**config.mk**
```make
export PLATFORM = sky130hd
export DESIGN_NAME = encrypt_ctrl
export DESIGN_NICKNAME = d
export VERILOG_FILES = /design/src/rtl/encrypt_pkg.sv /design/src/rtl/encrypt_ctrl_result_buf.sv /design/src/rtl/encrypt_ctrl.sv
export SDC_FILE = /design/constraint.sdc
export NUM_CORES = 1
export LEC_CHECK = 0
export ABC_AREA = 0
export ABC_CLOCK_PERIOD_IN_PS = 2330
export CAP_MARGIN = 10
export CORE_ASPECT_RATIO = 0.8
export CORE_UTILIZATION = 24
export DETAILED_ROUTE_END_ITERATION = 12
export GPL_TIMING_DRIVEN = 0
export HOLD_SLACK_MARGIN = 0.02
export SLEW_MARGIN = 0
export SYNTH_ARGS = -nofsm -noshare
export SYNTH_HDL_FRONTEND = slang
export SYNTH_SLANG_ARGS = --single-unit
```
**constraint.sdc**
```tcl
create_clock -name clk -period 2.33 [get_ports clk]
set_input_delay 0.233 -clock clk [delete_from_list [all_inputs] [get_ports clk]]
set_output_delay 0.233 -clock clk [all_outputs]
set_load 0.005 [all_outputs]
```
**src/rtl/encrypt_pkg.sv**
```systemverilog
// Shared encodings for the encrypt controller and the encrypt stage:
// FSM states, start/stop handshake codes and result-buffer geometry.
package encrypt_pkg;

  typedef enum logic [2:0] {
    IDLE  = 3'd0,
    REQ   = 3'd1,
    RUN   = 3'd2,
    READ  = 3'd3,
    DRAIN = 3'd4,
    ERR   = 3'd5
  } state_t;

  localparam logic [2:0] ACK      = 3'b001;
  localparam logic [2:0] DONE     = 3'b010;
  localparam logic [1:0] START    = 2'b01;
  localparam logic [1:0] IDLE_CMD = 2'b00;

  localparam int DATA_W    = 32;
  localparam int ADDR_W    = 9;
  localparam int BUF_DEPTH = 4;
  localparam int BUF_IDX_W = 2;

  // Timeout counter is at least 10 bits wide, wider if TIMEOUT needs it.
  function automatic int cnt_width(input int timeout);
    int w;
    w = $clog2(timeout + 1);
    return (w < 10) ? 10 : w;
  endfunction

endpackage

```
**src/rtl/encrypt_ctrl_result_buf.sv**
```systemverilog
// Four-entry result buffer: filled in order during READ, drained in order
// during DRAIN, each side with its own index.
module result_buf
  import encrypt_pkg::*;
(
  input  logic                 clk,
  input  logic                 reset,
  input  logic                 clr,
  input  logic                 wr_en,
  input  logic [DATA_W-1:0]    wr_data,
  input  logic                 rd_adv,
  output logic [DATA_W-1:0]    rd_data,
  output logic [BUF_IDX_W-1:0] rd_idx
);

  logic [BUF_IDX_W-1:0] wr_idx_reg;
  logic [BUF_IDX_W-1:0] rd_idx_reg;
  logic [DATA_W-1:0]    entry [BUF_DEPTH];

  generate
    for (genvar gi = 0; gi < BUF_DEPTH; gi++) begin : g_entry
      logic [DATA_W-1:0] entry_reg;

      always_ff @(posedge clk or negedge reset) begin
        if (!reset) begin
          entry_reg <= '0;
        end else if (wr_en && (wr_idx_reg == BUF_IDX_W'(gi))) begin
          entry_reg <= wr_data;
        end
      end

      assign entry[gi] = entry_reg;
    end
  endgenerate

  always_ff @(posedge clk or negedge reset) begin
    if (!reset) begin
      wr_idx_reg <= '0;
      rd_idx_reg <= '0;
    end else if (clr) begin
      wr_idx_reg <= '0;
      rd_idx_reg <= '0;
    end else begin
      if (wr_en) begin
        wr_idx_reg <= wr_idx_reg + 1'b1;
      end
      if (rd_adv) begin
        rd_idx_reg <= rd_idx_reg + 1'b1;
      end
    end
  end

  assign rd_data = entry[rd_idx_reg];
  assign rd_idx  = rd_idx_reg;

endmodule

```
**src/rtl/encrypt_ctrl.sv**
```systemverilog
// Encrypt job controller: start/stop handshake with the encrypt stage,
// phase timeouts, 4-word result readback and a ready/valid result stream.
module encrypt_ctrl
  import encrypt_pkg::*;
#(
  parameter int                TIMEOUT  = 1023,
  parameter logic [ADDR_W-1:0] RES_BASE = 9'd256
) (
  input  logic              clk,
  input  logic              reset,
  input  logic              go,
  output logic              busy,
  output logic              err,
  output logic [1:0]        start,
  input  logic [2:0]        stop,
  output logic              mem_sel,
  output logic [ADDR_W-1:0] rd_addr,
  input  logic [DATA_W-1:0] rd_data,
  output logic [DATA_W-1:0] out_data,
  output logic              out_valid,
  input  logic              out_ready
);

  localparam int              TO_W      = cnt_width(TIMEOUT);
  localparam logic [TO_W-1:0] TO_LAST   = TO_W'(TIMEOUT - 1);
  localparam logic [2:0]      READ_LAST = 3'd4;

  state_t               state_reg;
  state_t               state_next;
  logic [TO_W-1:0]      to_cnt_reg;
  logic [2:0]           rd_cnt_reg;
  logic                 timeout_hit;
  logic                 buf_clr;
  logic                 buf_wr_en;
  logic                 buf_adv;
  logic [DATA_W-1:0]    buf_data;
  logic [BUF_IDX_W-1:0] buf_rd_idx;

  // The increment that would make the counter reach TIMEOUT is the exit edge.
  assign timeout_hit = (to_cnt_reg == TO_LAST);

  always_ff @(posedge clk or negedge reset) begin
    if (!reset) begin
      state_reg <= IDLE;
    end else begin
      state_reg <= state_next;
    end
  end

  always_comb begin
    state_next = state_reg;
    case (state_reg)
      IDLE: begin
        if (go) begin
          state_next = REQ;
        end
      end
      REQ: begin
        if (stop == ACK) begin
          state_next = RUN;
        end else if (timeout_hit) begin
          state_next = ERR;
        end
      end
      RUN: begin
        if (stop == DONE) begin
          state_next = READ;
        end else if (timeout_hit) begin
          state_next = ERR;
        end
      end
      READ: begin
        if (rd_cnt_reg == READ_LAST) begin
          state_next = DRAIN;
        end
      end
      DRAIN: begin
        if (out_ready && (buf_rd_idx == BUF_IDX_W'(BUF_DEPTH - 1))) begin
          state_next = IDLE;
        end
      end
      ERR: begin
        if (go) begin
          state_next = REQ;
        end
      end
      default: state_next = IDLE;
    endcase
  end

  always_ff @(posedge clk or negedge reset) begin
    if (!reset) begin
      to_cnt_reg <= '0;
      rd_cnt_reg <= '0;
    end else begin
      if (state_next != state_reg) begin
        to_cnt_reg <= '0;
      end else if ((state_reg == REQ) || (state_reg == RUN)) begin
        to_cnt_reg <= to_cnt_reg + 1'b1;
      end

      if (state_reg == READ) begin
        rd_cnt_reg <= rd_cnt_reg + 3'd1;
      end else begin
        rd_cnt_reg <= '0;
      end
    end
  end

  always_comb begin
    start     = IDLE_CMD;
    busy      = 1'b0;
    err       = 1'b0;
    mem_sel   = 1'b0;
    rd_addr   = RES_BASE;
    out_valid = 1'b0;
    out_data  = '0;
    buf_clr   = 1'b0;
    buf_wr_en = 1'b0;
    buf_adv   = 1'b0;
    case (state_reg)
      REQ: begin
        busy  = 1'b1;
        start = START;
      end
      RUN: begin
        busy    = 1'b1;
        buf_clr = (stop == DONE);
      end
      READ: begin
        busy    = 1'b1;
        mem_sel = 1'b1;
        // Cycles 0..3 issue addresses; cycles 1..4 capture the word issued
        // on the previous cycle.
        if (rd_cnt_reg < READ_LAST) begin
          rd_addr = RES_BASE + ADDR_W'(rd_cnt_reg[1:0]);
        end
        buf_wr_en = (rd_cnt_reg != 3'd0);
      end
      DRAIN: begin
        busy      = 1'b1;
        out_valid = 1'b1;
        out_data  = buf_data;
        buf_adv   = out_ready;
      end
      ERR: begin
        err = 1'b1;
      end
      default: begin
      end
    endcase
  end

  result_buf u_result_buf (
    .clk     (clk),
    .reset   (reset),
    .clr     (buf_clr),
    .wr_en   (buf_wr_en),
    .wr_data (rd_data),
    .rd_adv  (buf_adv),
    .rd_data (buf_data),
    .rd_idx  (buf_rd_idx)
  );

endmodule

```
Word level (Yosys, flattened, before mapping)
Cells that the tools add are included.
Cells by class
  add/subtract/negate cells: 5
  eq/ne operators: 14
  muxes and demuxes: 28
  reductions and logical operators: 14
  order comparisons: 2
  bitwise operators: 1
Operators with widths (number)
  32-bit two-way mux: 3
  32-bit binary-select mux with 2-bit select: 1
  3-bit two-way mux: 7
  10-bit two-way mux: 2
  9-bit two-way mux: 2
  3-bit one-hot mux with 5 select lines: 1
  10-bit by 1-bit adder with 10-bit output (second input constant): 1
  10-bit equality test (second input constant): 1
  9-bit by 2-bit adder with 9-bit output (first input constant): 1
  3-bit by 2-bit equality test with 1-bit output (second input constant): 3
  3-bit equality test (second input constant): 3
  1-bit two-way mux: 8
  2-bit two-way mux: 4
  2-bit equality test (second input constant): 3
  3-bit by 1-bit equality test with 1-bit output (second input constant): 2
  2-bit nonzero test: 3
  1-bit logical AND: 5
  2-bit by 1-bit adder with 2-bit output (second input constant): 2
  4-bit OR reduction: 1
  3-bit by 1-bit adder with 3-bit output (second input constant): 1
  3-bit >= comparator (second input constant): 1
  3-bit logical NOT: 1
  3-bit < comparator (second input constant): 1
  3-bit != test: 1
  6 further kinds: 6
Word-level totals
  input bits: 39
  output and inout bits: 47
  register bits after elaboration: 148
  word-level logic and storage cells: 73

Depth between registers and ports, before layout
  depth in word-level cells: 6
  depth in mapped cells: 7
  mapped depth without buffers: 7

Modules after synthesis
Synthesis repeated with hierarchy kept, for this count alone.
Second synthesis, totals
  cell total of the unflattened synthesis: 497
  area, all modules: 7260.7 sq um
By module, submodules not included
  result_buf: area an instance 5881.9 sq um, instances 1, cells an instance 332, seq. area each 3303.2 sq um
  encrypt_ctrl: area an instance 1378.8 sq um, instances 1, cells an instance 165, seq. area each 400.4 sq um

Least setup slack after synthesis
OpenSTA, ideal clock, no wires.
  kind: register to output
  start: register u_result_buf.rd_idx_reg[0], in the netlist u_result_buf.rd_idx[0]
  end: output port out_data[10]
  required time: 2.097 ns
  slack: 0.469 ns
  buffers on the path: 2
  cell stages (with the launch flop): 5
  arrival time: 1.628 ns
  path through: dfrtp_1 > clkbuf_1 > buf_2 > mux4_2 > and3_1
Between the ends
  word-level cells in the longest chain between the ends: 5
RTL lines
  start: declaration: line encrypt_ctrl_result_buf.sv:17  | logic [BUF_IDX_W-1:0] rd_idx_reg;
  start signal: assignment: line encrypt_ctrl_result_buf.sv:48  | rd_idx_reg <= rd_idx_reg + 1'b1;
  2-bit NOT with 3-bit output (not written as such): line encrypt_ctrl_result_buf.sv:53  | assign rd_data = entry[rd_idx_reg];
  32-bit binary-select mux with 2-bit select: line encrypt_ctrl_result_buf.sv:53
  32-bit two-way mux (not written as such) (2 in series): line encrypt_ctrl_result_buf.sv:53
  32-bit two-way mux: line encrypt_ctrl.sv:121  | case (state_reg)
  end: declaration: line encrypt_ctrl.sv:19  | output logic [DATA_W-1:0] out_data,
No other way between the ends. The select of a mux whose other input is x is not followed.

Worst setup path in the final report
  start: register u_result_buf.rd_idx_reg[0], in the netlist u_result_buf.rd_idx[0]
  end: output port out_data[11]
Same word-level chain as after synthesis.

==> run summary <==
Global Route Usage Sum: 0.123
max reg flops: 128
core area: 28700 µm²
Clock Sinks: 148
Max stage delay on crit path: 0.53 ns
Ports: 86
Max Root-Sink Buffers: 2
Worst setup SP type: flop
fmax: 0.436 GHz
Core Util, Final: 0.329
antenna violations before repair: 1
CP cell instances: buf_6 -> buf_8 -> mux4_2 -> and3_4 -> buf_6
Pre-antenna DRT Iters: 4
DR WL met2: 8050 µm
die height: 156 µm
unrepaired setup endpoints after global routing: true
Port-buffer cells: 77
Via Count: 4479
Worst R2R End: to_cnt_reg[1]
Total Wirelength: 17400 µm
Power Density: 1070 nW/µm²
Layout Area Growth over Synthesis: 32.8%
die area: 30400 µm²
worst setup path start: u_result_buf.rd_idx[0]
Sw Pwr: 2.78 mW
Fin. Hold Viols: 0
crit path kind: reg2out
IR drop worst, VDD: 0.511 mV
Vias/cell: 4.47
final setup TNS: 0 ns
sw frac: 0.275
clock latency on the worst-skew pair: 0.42 ns
Avg WL per Cell: 17.4 µm
share of the synthesized area in the top cell type: 0.520
max layer used: met4
count of cell types in the netlist: 42
Async SR Flop Fraction: 1.00
critical-path maximum fanout: 6
Final #Nets: 666
n_diodes: 0
met3 wire length: 738 µm
Mean Syn Cell Area: 14.4 µm²
CP max-delay cell: dfrtp_4
GP Congestion: 0.739
GR Overflow Total: 0
clock power share: 0.279
Worst-Margin Slew: 0.685 ns
clock root buffer: clkbuf_16
synthesis-stage register bit count: 148
Leak: 3.97 nW
Slew Limit Headroom: 0.542
Slew Viols, Final: 0
cell area after synthesis: 7120 µm²
CTS tree: yes
row cnt: 55
cell-internal power: 7.33 mW
global-route wire length before repair: 27800 µm
Worst Path Arrival: 2.06 ns
top cells by area, synth: dfrtp_1 52%, mux2_2 17%, mux4_2 10%, and3_1 3.2%, mux2_1 3.2%
Iter 0 DRT Violations: 185
vias in the first global route: 4679
register share of total power: 0.435
r2r setup slk: 0.28 ns
largest net degree at the start of global routing: 90
H-Tree Depth: 4
Tot Pwr: 10.1 mW
sequential area share after synthesis: 0.520
number of synthesized flops with an enable pin: 0
final design area excluding fillers: 9450 µm²
clock skew: 0.00714 ns
DP HPWL: 11300 µm
share of layout cells above drive strength 1: 0.471
Setup Viol. Count Final: 0
TritonCTS buffer count: 17
cell taking the most area after synthesis: dfrtp_1
max cap viols: 0
Metal-1 WL: 8450 µm
CP required: 2.10 ns
Cells after Synth: 496
top post-synthesis cells by count: 148 x dfrtp_1, 108 x mux2_2, 36 x and3_1, 32 x mux4_2, 22 x nor2_1
most common cell in the synthesized netlist: dfrtp_1
outcome: finished, final reports clean
Starting Density: 0.248
period utilization: 0.984
CTS clk-pin slew, worst paths: 0.06 ns
Main synth FF type: dfrtp_1
Synthesis Warnings: 0
CP Capture Type: primary output
Logic pwr share: 0.286
# DRC: 0
Reg2Reg Launch Point: u_result_buf.rd_idx[0]
Post-DP Area: 8400 µm²
Routed Antenna Nets: 0
Die Span X: 195 µm
minimum clock period: 2.29 ns
CP most frequent cell: buf_6
Hold Crit Class: in2async
FF-to-FF path depth: 6
-- timing repair --
action                                 4_1_cts  5_1_grt
endpoints found under the hold margin       59        0
setup endpoints to repair                   35       27
pin swaps                                   16        0
resized for setup                          199       16
cloned                                       3        0
hold buffers                                 1        0
setup buffers                               22        0
-- power groups by stage --
stage	combinational (mW)	sequential (mW)	clock, mW
after floorplan	2.12	4.22	0
after global placement	2.62	4.40	0
after detailed placement	2.70	4.43	0
after CTS	2.93	4.38	2.92
after global routing	3.19	4.55	3.02
final	2.89	4.39	2.82
-- logic make-up after synthesis --
| family | count (synthesis) | share of synthesized area |
|---|---|---|
| and+or+nand+nor | 94 | 0.0770 |
| muxes | 161 | 0.305 |
| other | 2 | 0.00106 |
| buffers and inverters | 48 | 0.0436 |
| adders and majority gates | 9 | 0.0158 |
| xor gates and xnor gates | 14 | 0.0172 |
| DFF | 148 | 0.520 |
| AOI/OAI and AO/OA | 20 | 0.0199 |
-- placed cells by master (no fill, tap or decap), types with 8 or more instances in the layout --
cell             Yosys  final
and3_4               0     29
buf_4                9     26
buf_6               12     33
clkbuf_16            0     18
clkdlybuf4s50_1      0     43
conb_1               2      8
dfrtp_1            148    145
ha_1                 9      9
inv_1               10     10
mux2_1              20     20
mux2_2             108    108
mux4_2              32     32
nor2_1              22     21
xnor2_1              9      9
-- critical path, delay by kind of cell (launching register included) --
kind	cells	cell delay (ns)
multiplexers	1	0.52
flip-flops	1	0.53
buffers and inverters	3	0.38
AND/OR/NAND/NOR	1	0.21
-- area by class of cell --
type                       instances  area, µm²
buffer                            33        320
clock buffer                      24        482
clock inverter                     8        124
fill                            2814      19200
inverter                          10       37.5
multi-input combinational        306       3280
sequential                       148       3710
tap                              370        463
timing repair buffer             102       1030
-- metal layers --
layer / track usage / up-vias
met5: 0 / -
met4: 0.0340 / 0
met3: 0.0367 / 13
met2: 0.189 / 80
met1: 0.167 / 2356
li1: - / 2030
-- how the worst max path moves through the flow --
stage / endpoint / cells past startpoint / slack (ns)
3_5_place_dp: out_data[22] / 5 / -0.45
5_1_grt: out_data[11] / 5 / -0.04
6_report: out_data[11] / 5 / 0.04
2_1_floorplan: out_data[10] / 4 / 0.47
4_1_cts: out_data[22] / 6 / -0.13
3_3_place_gp: u_result_buf.g_entry[0].entry_reg[7] / 1 / -5.36
-- metrics by stage --
stage,instances,setup slack [ns],hold slack [ns]
finish,1001,0.0367,0.356
CTS,1005,-0.127,0.372
detailed placement,950,-0.453,0.266
global placement,949,-5.36,0.449
global route,1001,-0.0446,0.398
floorplan,502,0.469,-0.0626
Note: power is estimated with default switching activity, not from simulation.
